### src/rtl/sf_camera_pkg.sv
// Shared types and default timing constants for the camera power sequencer.
// Lock filter length applies only when SF_CAMERA_PWR_SEQ_LOCK_FILTER_EN is defined.
package sf_camera_pkg;

  typedef enum logic [2:0] {
    ST_IDLE      = 3'd0,
    ST_DCM_RST   = 3'd1,
    ST_WAIT_LOCK = 3'd2,
    ST_CAM_RST   = 3'd3,
    ST_CAM_SETUP = 3'd4,
    ST_READY     = 3'd5,
    ST_FAULT     = 3'd6
  } state_e;

  localparam int DEF_DCM_RST_CYCLES   = 4;
  localparam int DEF_LOCK_TIMEOUT     = 65535;
  localparam int DEF_CAM_RST_CYCLES   = 50000;
  localparam int DEF_CAM_SETUP_CYCLES = 100000;
  localparam int DEF_MAX_RETRY        = 3;
  localparam int LOCK_FILTER_LEN      = 16;

  function automatic int max2(input int a, input int b);
    return (a > b) ? a : b;
  endfunction

endpackage

### src/rtl/sf_camera_sync.sv
// Two-flop synchronizer for the clock generator LOCKED input; both flops reset to 0.
module sf_camera_sync (
  input  logic clk,
  input  logic rst_n,
  input  logic d,
  output logic q
);

  logic meta_q;
  logic sync_q;

  always_ff @(posedge clk or negedge rst_n) begin
    if (!rst_n) begin
      meta_q <= 1'b0;
      sync_q <= 1'b0;
    end else begin
      meta_q <= d;
      sync_q <= meta_q;
    end
  end

  assign q = sync_q;

endmodule

### src/rtl/sf_camera_pwr_seq.sv
// Camera power-up sequencer: clock generator reset/lock with retries, then camera reset and setup.
// Define SF_CAMERA_PWR_SEQ_LOCK_FILTER_EN to require a sustained lock before leaving WAIT_LOCK.
module sf_camera_pwr_seq
  import sf_camera_pkg::*;
#(
  parameter int DCM_RST_CYCLES   = DEF_DCM_RST_CYCLES,
  parameter int LOCK_TIMEOUT     = DEF_LOCK_TIMEOUT,
  parameter int CAM_RST_CYCLES   = DEF_CAM_RST_CYCLES,
  parameter int CAM_SETUP_CYCLES = DEF_CAM_SETUP_CYCLES,
  parameter int MAX_RETRY        = DEF_MAX_RETRY
) (
  input  logic       clk,
  input  logic       rst_n,
  input  logic       enable,
  input  logic       dcm_locked,
  output logic       dcm_rst,
  output logic       cam_pwdn,
  output logic       cam_rst_n,
  output logic       ready,
  output logic       fault,
  output logic [1:0] retry_count,
  output logic [2:0] state
);

  localparam int MAX_CYC = max2(max2(DCM_RST_CYCLES, LOCK_TIMEOUT),
                                max2(CAM_RST_CYCLES, CAM_SETUP_CYCLES));
  localparam int CW = $clog2(MAX_CYC + 1);
  typedef logic [CW-1:0] cnt_t;

  // Counter is loaded with N-1 so a state lasts exactly N cycles.
  localparam cnt_t LD_DCM   = cnt_t'(DCM_RST_CYCLES - 1);
  localparam cnt_t LD_LOCK  = cnt_t'(LOCK_TIMEOUT - 1);
  localparam cnt_t LD_CRST  = cnt_t'(CAM_RST_CYCLES - 1);
  localparam cnt_t LD_SETUP = cnt_t'(CAM_SETUP_CYCLES - 1);
  localparam logic [1:0] RETRY_MAX = 2'(MAX_RETRY);

  logic       lk;
  logic       lock_ok;
  state_e     state_q, state_d;
  cnt_t       cnt_q, cnt_d;
  logic [1:0] retry_q, retry_d;
  logic       dcm_rst_q, dcm_rst_d;
  logic       cam_pwdn_q, cam_pwdn_d;
  logic       cam_rst_n_q, cam_rst_n_d;
  logic       cnt_done;

  sf_camera_sync u_sync (
    .clk   (clk),
    .rst_n (rst_n),
    .d     (dcm_locked),
    .q     (lk)
  );

  assign cnt_done = (cnt_q == '0);

`ifdef SF_CAMERA_PWR_SEQ_LOCK_FILTER_EN
  localparam int FW = $clog2(LOCK_FILTER_LEN);
  localparam logic [FW-1:0] FILT_LAST = FW'(LOCK_FILTER_LEN - 1);
  logic [FW-1:0] filt_q, filt_d;

  // Counts consecutive lk-high cycles in WAIT_LOCK; any low cycle clears it.
  always_comb begin
    filt_d = '0;
    if (state_q == ST_WAIT_LOCK && lk)
      filt_d = (filt_q == FILT_LAST) ? filt_q : filt_q + FW'(1);
  end

  always_ff @(posedge clk or negedge rst_n) begin
    if (!rst_n) filt_q <= '0;
    else        filt_q <= filt_d;
  end

  assign lock_ok = lk && (filt_q == FILT_LAST);
`else
  assign lock_ok = lk;
`endif

  always_comb begin
    state_d = state_q;
    cnt_d   = cnt_done ? cnt_q : cnt_q - cnt_t'(1);
    retry_d = retry_q;
    if (!enable) begin
      state_d = ST_IDLE;
      cnt_d   = '0;
      retry_d = '0;
    end else begin
      case (state_q)
        ST_IDLE: begin
          state_d = ST_DCM_RST;
          cnt_d   = LD_DCM;
          retry_d = '0;
        end
        ST_DCM_RST: if (cnt_done) begin
          state_d = ST_WAIT_LOCK;
          cnt_d   = LD_LOCK;
        end
        ST_WAIT_LOCK: begin
          if (lock_ok) begin
            state_d = ST_CAM_RST;
            cnt_d   = LD_CRST;
          end else if (cnt_done) begin
            retry_d = (retry_q == RETRY_MAX) ? retry_q : retry_q + 2'd1;
            if (retry_d < RETRY_MAX) begin
              state_d = ST_DCM_RST;
              cnt_d   = LD_DCM;
            end else begin
              state_d = ST_FAULT;
              cnt_d   = '0;
            end
          end
        end
        // Lock loss after WAIT_LOCK is a relock, not a failed attempt.
        ST_CAM_RST: begin
          if (!lk) begin
            state_d = ST_DCM_RST;
            cnt_d   = LD_DCM;
          end else if (cnt_done) begin
            state_d = ST_CAM_SETUP;
            cnt_d   = LD_SETUP;
          end
        end
        ST_CAM_SETUP: begin
          if (!lk) begin
            state_d = ST_DCM_RST;
            cnt_d   = LD_DCM;
          end else if (cnt_done) begin
            state_d = ST_READY;
            cnt_d   = '0;
          end
        end
        ST_READY: if (!lk) begin
          state_d = ST_DCM_RST;
          cnt_d   = LD_DCM;
        end
        ST_FAULT: state_d = ST_FAULT;
        default: begin
          state_d = ST_IDLE;
          cnt_d   = '0;
        end
      endcase
    end
  end

  // Pin outputs are decoded from the next state so they register in step with state_q.
  always_comb begin
    dcm_rst_d   = (state_d inside {ST_IDLE, ST_DCM_RST, ST_FAULT});
    cam_pwdn_d  = (state_d inside {ST_IDLE, ST_DCM_RST, ST_WAIT_LOCK, ST_FAULT});
    cam_rst_n_d = (state_d inside {ST_CAM_SETUP, ST_READY});
  end

  always_ff @(posedge clk or negedge rst_n) begin
    if (!rst_n) begin
      state_q     <= ST_IDLE;
      cnt_q       <= '0;
      retry_q     <= '0;
      dcm_rst_q   <= 1'b1;
      cam_pwdn_q  <= 1'b1;
      cam_rst_n_q <= 1'b0;
    end else begin
      state_q     <= state_d;
      cnt_q       <= cnt_d;
      retry_q     <= retry_d;
      dcm_rst_q   <= dcm_rst_d;
      cam_pwdn_q  <= cam_pwdn_d;
      cam_rst_n_q <= cam_rst_n_d;
    end
  end

  assign dcm_rst     = dcm_rst_q;
  assign cam_pwdn    = cam_pwdn_q;
  assign cam_rst_n   = cam_rst_n_q;
  assign retry_count = retry_q;
  assign ready       = (state_q == ST_READY);
  assign fault       = (state_q == ST_FAULT);
  assign state       = state_q;

endmodule
### config.mk
export PLATFORM = sky130hd
export DESIGN_NAME = sf_camera_pwr_seq
export DESIGN_NICKNAME = d
export VERILOG_FILES = /design/src/rtl/sf_camera_pkg.sv /design/src/rtl/sf_camera_sync.sv /design/src/rtl/sf_camera_pwr_seq.sv
export SDC_FILE = /design/constraint.sdc
export NUM_CORES = 1
export LEC_CHECK = 0
export BUFFER_PORTS_ARGS = -buffer_cell sky130_fd_sc_hd__buf_2
export CAP_MARGIN = 20
export CORE_MARGIN = 1.5
export CORE_UTILIZATION = 40
export DETAILED_ROUTE_END_ITERATION = 8
export PLACE_DENSITY = 0.57
export SLEW_MARGIN = 10
export SYNTH_ARGS = -nofsm -noshare
export SYNTH_HDL_FRONTEND = slang
export SYNTH_SLANG_ARGS = --single-unit
### constraint.sdc
create_clock -name clk -period 2.3 [get_ports clk]
set_clock_uncertainty 0.1 [all_clocks]
set_input_delay 0.115 -clock clk [delete_from_list [all_inputs] [get_ports clk]]
set_output_delay 0.115 -clock clk [all_outputs]
set_load 0.05 [all_outputs]
# == After elaboration in Yosys (flattened, before gate mapping) ==
# Index checks and enable logic that the tools add are counted.
# word_totals
output_inout_bits,10
elab_cells,61
inputBits,4
register_bits,27
# op_classes
reduce_logical,7
eq_ne,15
add_sub_neg,2
magnitude_cmp,1
n_mux,28
# op_table
op,n
17-bit 2-to-1 mux,10
17-bit one-hot mux with 7 select lines,1
3-bit 2-to-1 mux,10
3-bit one-hot mux with 7 select lines,1
3-bit == test (second input constant),6
17-bit logical NOT,1
17-bit by 1-bit subtractor with 17-bit output (second input constant),1
2-bit 2-to-1 mux,5
3-bit by 2-bit == test with 1-bit output (second input constant),3
3-bit by 1-bit == test with 1-bit output (second input constant),2
3-bit logical NOT,2
3-bit inequality test (second input constant),2
2-bit one-hot mux with 2 select lines,1
4-bit nonzero test,1
3-bit by 1-bit inequality test with 1-bit output (second input constant),1
3-bit AND reduction,1
3-bit nonzero test,1
2-bit by 1-bit adder with 2-bit output (second input constant),1
2-bit == test (second input constant),1
2-bit less-than comparator (second input constant),1
2-bit nonzero test,1

# == Logic depth before layout (Yosys ltp) ==
# Gate-level depths: netlist (run 1).
# depth
depth_word,10
ltp_mapped,12
depth_no_buf,11

# == Hierarchy ==
# A second synthesis (run 1) with hierarchy kept.
# unflattened
hier_cells,221
area_unflattened_um2,1879.3
# modules_own_cells
module,cells_per_inst,n_inst,area_per_inst_um2,seq_area_each_um2
sf_camera_pwr_seq,219,1,1829.3,628.1
sf_camera_sync,2,1,50.0,50.0

# == Least setup slack after synthesis (run 1) ==
# Ideal clock, no wire load.
# synth_timing
path_kind,reg2reg
startpoint,register cnt_q[0]
endpoint,register cnt_q[0]
n_path_buf,1
synth_period_minus_slack_ns,2.403
setup_slack_ns,-0.103
setup_time_ns,0.082
path_stages_with_launch,13
required_ns,2.118
t_arrival_ns,2.221
path_cell_list,dfrtp_1 inv_1 ha_1 nor4b_1 and4_4 inv_2 buf_2 ha_1 nand2b_1 o22ai_1 a22oi_1 o21a_1 a31oi_1
# synth_between
elab_chain_cells,6
word_cells_on_any_way,13
classes_between,add/sub (1); mux (11); reduce/logical (1)
# synth_lines
item,line,rtl
"start, declared",sf_camera_pwr_seq.sv:40,"cnt_t cnt_q, cnt_d;"
"start signal, assigned",sf_camera_pwr_seq.sv:161,cnt_q <= cnt_d;
17-bit by 1-bit subtractor with 17-bit output or 17-bit logical NOT (tied branches),"sf_camera_pwr_seq.sv:80, sf_camera_pwr_seq.sv:54",
17-bit 2-to-1 mux,sf_camera_pwr_seq.sv:80,cnt_d = cnt_done ? cnt_q : cnt_q - cnt_t'(1);
"17-bit 2-to-1 mux, on equally long branches","sf_camera_pwr_seq.sv:126, sf_camera_pwr_seq.sv:101, sf_camera_pwr_seq.sv:117",
"17-bit 2-to-1 mux, on equally long branches","sf_camera_pwr_seq.sv:123, sf_camera_pwr_seq.sv:98, sf_camera_pwr_seq.sv:114",
17-bit one-hot mux with 7 select lines (*),sf_camera_pwr_seq.sv:87,case (state_q)
17-bit 2-to-1 mux (*),sf_camera_pwr_seq.sv:82,if (!enable) begin
named net cnt_d[0],sf_camera_pwr_seq.sv:40,
# Mark *: on every way through the listed nets, which the timed path passes. The rest lies on a longest branch.
# A chain may end at the register's enable or synchronous reset.

# == Final worst setup path (run 1) ==
# layout_timing
startpoint,register cnt_q[1]
endpoint,register cnt_q[4]
# Same word-level chain as after synthesis.

==> out/qor.yml, run 1 <==
mappedNetlistArea_um2: 1911
ys_top_cells_by_count: "sky130_fd_sc_hd__dfrtp_1 (25), sky130_fd_sc_hd__a21oi_1 (22), sky130_fd_sc_hd__nor2_1 (21)"
worst_setup_path_end_kind: "flip-flop"
floorplan.core_area_um2: 4474
dr_vias_cell: 5.961
worstRegToRegCells: 9
yosys.area.top_type_share: 0.3274
post-route-min-period_ns: 2.157
power.density_cell_area_nw_per_um2: 1412
netlist_instances: 222
antenna_found_initial: 0
min_path_cells: 2
num_vias: 1818
die_y_um: 72.11
fin_setup_tns_ns: 0
nNetsFinal: 262
clock_tree.buffer_depth: 2
synth.yosys.seq_area_share: 0.3549
ys_top_cells_by_area: "sky130_fd_sc_hd__dfrtp_1 (33%), sky130_fd_sc_hd__a21oi_1 (5.8%), sky130_fd_sc_hd__nor2_1 (4.1%)"
yosys_warnings: 0
synthMostInstantiatedCell: "sky130_fd_sc_hd__dfrtp_1"
detail_route.iter0.violations: 135
ys.flop_type: "sky130_fd_sc_hd__dfrtp_1"
vdd_ir_drop_max_v: 0.0005614
drive_gt1_frac: 0.2846
initial_core_util: 0.4270
clock_insertion_delay_worst_skew_ns: 0.27
grt_first_pass_wirelength_um: 8700
yosys_register_bits: 27
detail_route.drc_violations: 0
globalRouteOverflowTotal: 0
utilization: 0.5159
timing.rr.end: "cnt_q[4]"
timing.rr.start: "cnt_q[1]"
fmax_mhz: 463.6
cts_tree: "built"
hold_path_startpoint: "enable"
via_count_of_the_first_global_routing_pass: 1712
synthDistinctLibCells: 60
timing.critical_path.arrival_ns: 2.20
worst-setup-path-type: "flip-flop to flip-flop"
cts_num_sinks: 27
final_area_um2: 2308
synth.net_count: 230
drt-total-wl_um: 5120
track_usage: 0.2107
buffer_ports.inserted: 13
largest_net_degree_at_the_start_of_global_routing: 28
worst_slew_margin_rel: 0.5792
placedInstanceArea_um2: 2173
ctsRootBufferMaster: "sky130_fd_sc_hd__clkbuf_8"
antennaDiodeCount: 0
crit_path_start: "cnt_q[1]"
hold_slack_ns: 0.1183
die_width_um: 72.11
num-fill-cells: 441
hold_path.class: "input pin to flip-flop"
clk_transition_reported_paths_ns: 0.10
dieArea_um2: 5200
drv_cap: 0
static-leakage-power_uw: 0.0009930
htreeDepth: 1
period_share: 0.9378
syn-mean-instance-area_um2: 8.606
netlist.top_cell.by_area: "sky130_fd_sc_hd__dfrtp_1"
worst_hold_path_ep: "dcm_rst"
drt_pass1_iterations: 5
setup_viol: 0
worstSetupStartpointType: "flip-flop"
final-hold-violation-count: 0
dp_hpwl_um: 3670
area.growth.synth_to_final_pct: 20.82
synth_async_sr_flop_share: 1.000
critical_path_required_ns: 2.34
max_slew.worst_pin.slew_ns: 0.6311
cts_buffers: 3
gpl.final_weighted_congestion: 0.9286
grt_setup_unrepaired: "no"
antenna_violating_nets_post_route: 0
critPathMaxFanout: 10
io_pins: 14
reg2reg_setup_slack_ns: 0.14
final_slew_violations: 0
placement_rows: 24
synth-edff-count: 0
run_status: "finished, final reports clean"
post_drt_wl_per_cell_um: 16.79
cell families after synthesis:
| group | synth area share |
|---|---|
| xor+xnor | 0.05042 |
| flops | 0.3549 |
| buf+inv | 0.04387 |
| compound gates | 0.2600 |
| fa+ha+maj | 0.02620 |
| simple gates | 0.2593 |
| mux | 0.005239 |
cell type report:
| type | count | area (um2) | share of cell area |
|---|---|---|---|
| multi-input combinational | 175 | 1214 | 0.5257 |
| sequential | 27 | 678.2 | 0.2938 |
| timing repair buffer | 41 | 284.0 | 0.1230 |
| tap | 52 | 65.06 | 0.02818 |
| clock buffer | 4 | 45.04 | 0.01951 |
| inverter | 6 | 22.52 | 0.009756 |
metal layers:
layer | part of all wire | track usage | vias to the layer above
li1 | - | - | 891
met1 | 0.47 | 0.3117 | 854
met2 | 0.46 | 0.3313 | 67
met3 | 0.061 | 0.02361 | 6
met4 | 0.010 | 0.05031 | 0
met5 | 0 | 0 | -
timing repair:
action                     CTS  global route
hold buffers                 2             0
setup buffers                0             1
resized for setup            0            12
hold endpoints to repair    26             0
setup endpoints to repair    0             5
cell usage in the layout (no fill, tap or decap), types with 4 or more instances in the layout:
cell type / count
sky130_fd_sc_hd__nor3b_1: 4
sky130_fd_sc_hd__buf_2: 13
sky130_fd_sc_hd__o21ai_1: 6
sky130_fd_sc_hd__buf_4: 25
sky130_fd_sc_hd__xor2_1: 4
sky130_fd_sc_hd__o22ai_1: 4
sky130_fd_sc_hd__nand2_1: 13
sky130_fd_sc_hd__dfrtp_1: 25
sky130_fd_sc_hd__xnor2_1: 7
sky130_fd_sc_hd__nor2b_1: 6
sky130_fd_sc_hd__nor3_1: 8
sky130_fd_sc_hd__a21oi_1: 22
sky130_fd_sc_hd__nor2_1: 21
sky130_fd_sc_hd__a31oi_1: 5
sky130_fd_sc_hd__o21ai_0: 9
power by group:
| part | internal, uW | leakage [uW] | switching, uW |
|---|---|---|---|
| registers | 606 | 0.000355 | 154 |
| clock network | 124 | 0.0000228 | 147 |
| logic | 1020 | 0.000615 | 1210 |
metrics by stage:
stage | std cells | power, uW | setup WS [ns]
global route | 305 | 3519 | 0.008342
CTS | 304 | 3118 | 0.02154
finish | 305 | 3260 | 0.1432
global placement | 298 | 2844 | 0.1328
detailed placement | 298 | 2826 | 0.06072
floorplan | 222 | 2221 | 0.01367
worst max path at each step:
stage,endpoint,cells after the start,slack (ns)
after floorplan,cnt_q[0],12,0.01
after global placement,cnt_q[6],6,0.13
after detailed placement,cnt_q[0],11,0.06
after CTS,cnt_q[0],11,0.02
after global routing,cnt_q[0],11,0.008
final,cnt_q[4],9,0.14
flip-flops by register name, indices dropped and copies added, names as in the netlist:
| name | count |
|---|---|
| cnt_q | 17 |
| state | 3 |
| retry_count | 2 |
| cam_pwdn | 1 |
| cam_rst_n | 1 |
| dcm_rst | 1 |
| u_sync.meta_q | 1 |
| u_sync.q | 1 |
critical path, stage by stage, from the launching register on:
cell	delay, ns
sky130_fd_sc_hd__dfrtp_1	0.40
sky130_fd_sc_hd__inv_2	0.07
sky130_fd_sc_hd__ha_2	0.17
sky130_fd_sc_hd__nor4b_4	0.18
sky130_fd_sc_hd__and4_4	0.25
sky130_fd_sc_hd__inv_2	0.06
sky130_fd_sc_hd__buf_6	0.14
sky130_fd_sc_hd__a21o_1	0.17
sky130_fd_sc_hd__a221oi_1	0.37
sky130_fd_sc_hd__nor3_1	0.11
(Power assumes the default switching activity.)
==> run 2: changes to the inputs <==
--- a/config.mk
+++ b/config.mk
@@ -8,3 +8,3 @@
 export BUFFER_PORTS_ARGS = -buffer_cell sky130_fd_sc_hd__buf_2
-export CAP_MARGIN = 20
+export CAP_MARGIN = 0
 export CORE_MARGIN = 1.5
@@ -13,2 +13,3 @@
 export PLACE_DENSITY = 0.57
+export SKIP_CTS_REPAIR_TIMING = 1
 export SLEW_MARGIN = 10
--- a/constraint.sdc
+++ b/constraint.sdc
@@ -4,2 +4,2 @@
 set_output_delay 0.115 -clock clk [all_outputs]
-set_load 0.05 [all_outputs]
+set_load 0.01 [all_outputs]
==> out/qor.yml, run 2 (synthesis results as in run 1) <==
worstRegToRegCells: 10
largest_net_degree_at_the_start_of_global_routing: 28
detail_route.drc_violations: 0
period_share: 0.9362
globalRouteOverflowTotal: 0
fin_setup_tns_ns: 0
cts_num_sinks: 27
cts_buffers: 3
hold_slack_ns: 0.1144
htreeDepth: 1
largest_reg_flops: 17
final-hold-violation-count: 0
worst_slew_margin_rel: 0.5789
antenna_found_initial: 0
nNetsFinal: 262
floorplan.core_area_um2: 4474
drt_pass1_iterations: 7
fmax_mhz: 464.4
power.density_cell_area_nw_per_um2: 1383
antennaDiodeCount: 0
die_width_um: 72.11
via_count_of_the_first_global_routing_pass: 1706
run_status: "finished, final reports clean"
area.growth.synth_to_final_pct: 20.82
die_y_um: 72.11
placement_rows: 24
io_pins: 14
max_slew.worst_pin.slew_ns: 0.6316
reg2reg_setup_slack_ns: 0.15
final_cell_count_no_fill: 305
dr_vias_cell: 5.984
detailroute.wirelength.met2_um: 2363
grt_first_pass_wirelength_um: 8687
ctsRootBufferMaster: "sky130_fd_sc_hd__clkbuf_8"
crit_path_start: "cnt_q[1]"
utilization: 0.5159
num_vias: 1825
post_drt_wl_per_cell_um: 16.79
post-route-min-period_ns: 2.153
worst-setup-path-type: "flip-flop to flip-flop"
clock_tree.buffer_depth: 2
timing.critical_path.buf_inv: 2
hold_path.class: "input pin to flip-flop"
drv_cap: 0
detail_route.iter0.violations: 96
critical_path_required_ns: 2.35
final_cell_mix: "sky130_fd_sc_hd__dfrtp_1 (25), sky130_fd_sc_hd__buf_4 (25), sky130_fd_sc_hd__a21oi_1 (22), sky130_fd_sc_hd__nor2_1 (21)"
dp_hpwl_um: 3670
route.top_layer_used: "met4"
drive_gt1_frac: 0.2846
critPathCapture: "cnt_q[0]"
timing.critical_path.arrival_ns: 2.21
drt-total-wl_um: 5121
grt_setup_unrepaired: "no"
initial_core_util: 0.4270
critPathMaxFanout: 3
cp_cell_sequence: "inv_2 -> ha_2 -> nor4b_4 -> and4_4 -> inv_2 -> ha_4 -> o21ai_1 -> a22oi_1 -> o21a_1 -> a31oi_1"
gpl.final_weighted_congestion: 0.9286
buffer_ports.inserted: 13
dieArea_um2: 5200
worst_setup_path_end_kind: "flip-flop"
antenna_violating_nets_post_route: 0
worstSetupStartpointType: "flip-flop"
dr_wl_met3_um: 271
regMostFlops: "cnt_q"
static-leakage-power_uw: 0.0009930
track_usage: 0.2104
hold_path_startpoint: "enable"
number_of_cells_on_the_critical_path: 10
placedInstanceArea_um2: 2173
final_slew_violations: 0
timing.critical_path.max_delay_family: "compound AO/OA/AOI/OAI gates"
cts_tree: "built"
clock_insertion_delay_worst_skew_ns: 0.27
setup_viol: 0
final_area_um2: 2308
worst_path_largest_cell_delay_ns: 0.40
vdd_ir_drop_max_v: 0.0005556
timing.rr.start: "cnt_q[1]"
clk_transition_reported_paths_ns: 0.10
place.detailed.instances: 298
timing.rr.end: "cnt_q[0]"
wl_met1_um: 2436
critical-path-top-cell-by-count: "sky130_fd_sc_hd__inv_2"
cp_slowest_cell: "sky130_fd_sc_hd__dfrtp_1"
==> run 2: cell counts in the layout (fill, tap and decap cells not counted) <==
No cell type changed its count.
==> run 2: through the flow <==
step,power (uW),worst slack [ns]
3_3_place_gp,2777,0.1328
5_1_grt,3452,0.008342
3_5_place_dp,2758,0.06072
6_report,3192,0.1466
2_1_floorplan,2154,0.01424
4_1_cts,3049,0.02154
==> run 2: layout make-up <==
cell class | count | area, um2
clock buffer | 4 | 45.04
inverter | 6 | 22.52
multi-input combinational | 175 | 1214
timing repair buffer | 41 | 284.0
fill | 441 | 2166
sequential | 27 | 678.2
tap | 52 | 65.06
==> run 2: routing by layer <==
| metal | vias to the layer above | track usage |
|---|---|---|
| li1 | 895 | - |
| met1 | 856 | 0.3117 |
| met2 | 66 | 0.3302 |
| met3 | 8 | 0.02361 |
| met4 | 0 | 0.05031 |
| met5 | - | 0 |
==> run 2: where the power goes <==
| group | switching, uW | leakage [uW] | total [uW] | internal (uW) |
|---|---|---|---|---|
| sequential | 155 | 0.000355 | 761 | 606 |
| clock | 148 | 0.0000228 | 272 | 124 |
| combinational | 1140 | 0.000615 | 2160 | 1020 |
==> run 2: worst min path at each step <==
stage                     end  slack (ns)  depth (start not counted)
2_1_floorplan       cam_rst_n       -0.28                          0
3_3_place_gp   retry_count[0]        0.08                          1
3_5_place_dp   retry_count[0]        0.08                          1
4_1_cts        retry_count[0]       -0.22                          1
5_1_grt               dcm_rst        0.12                          2
6_report              dcm_rst        0.11                          2
==> run 2: worst reg2reg max path, delay by kind of cell, from the launching register on <==
family,cells,cell delay (ns)
AOI/OAI and AO/OA,4,0.53
adders and majority gates,2,0.44
and+or+nand+nor,2,0.43
DFF,1,0.40
buffers and inverters,2,0.13
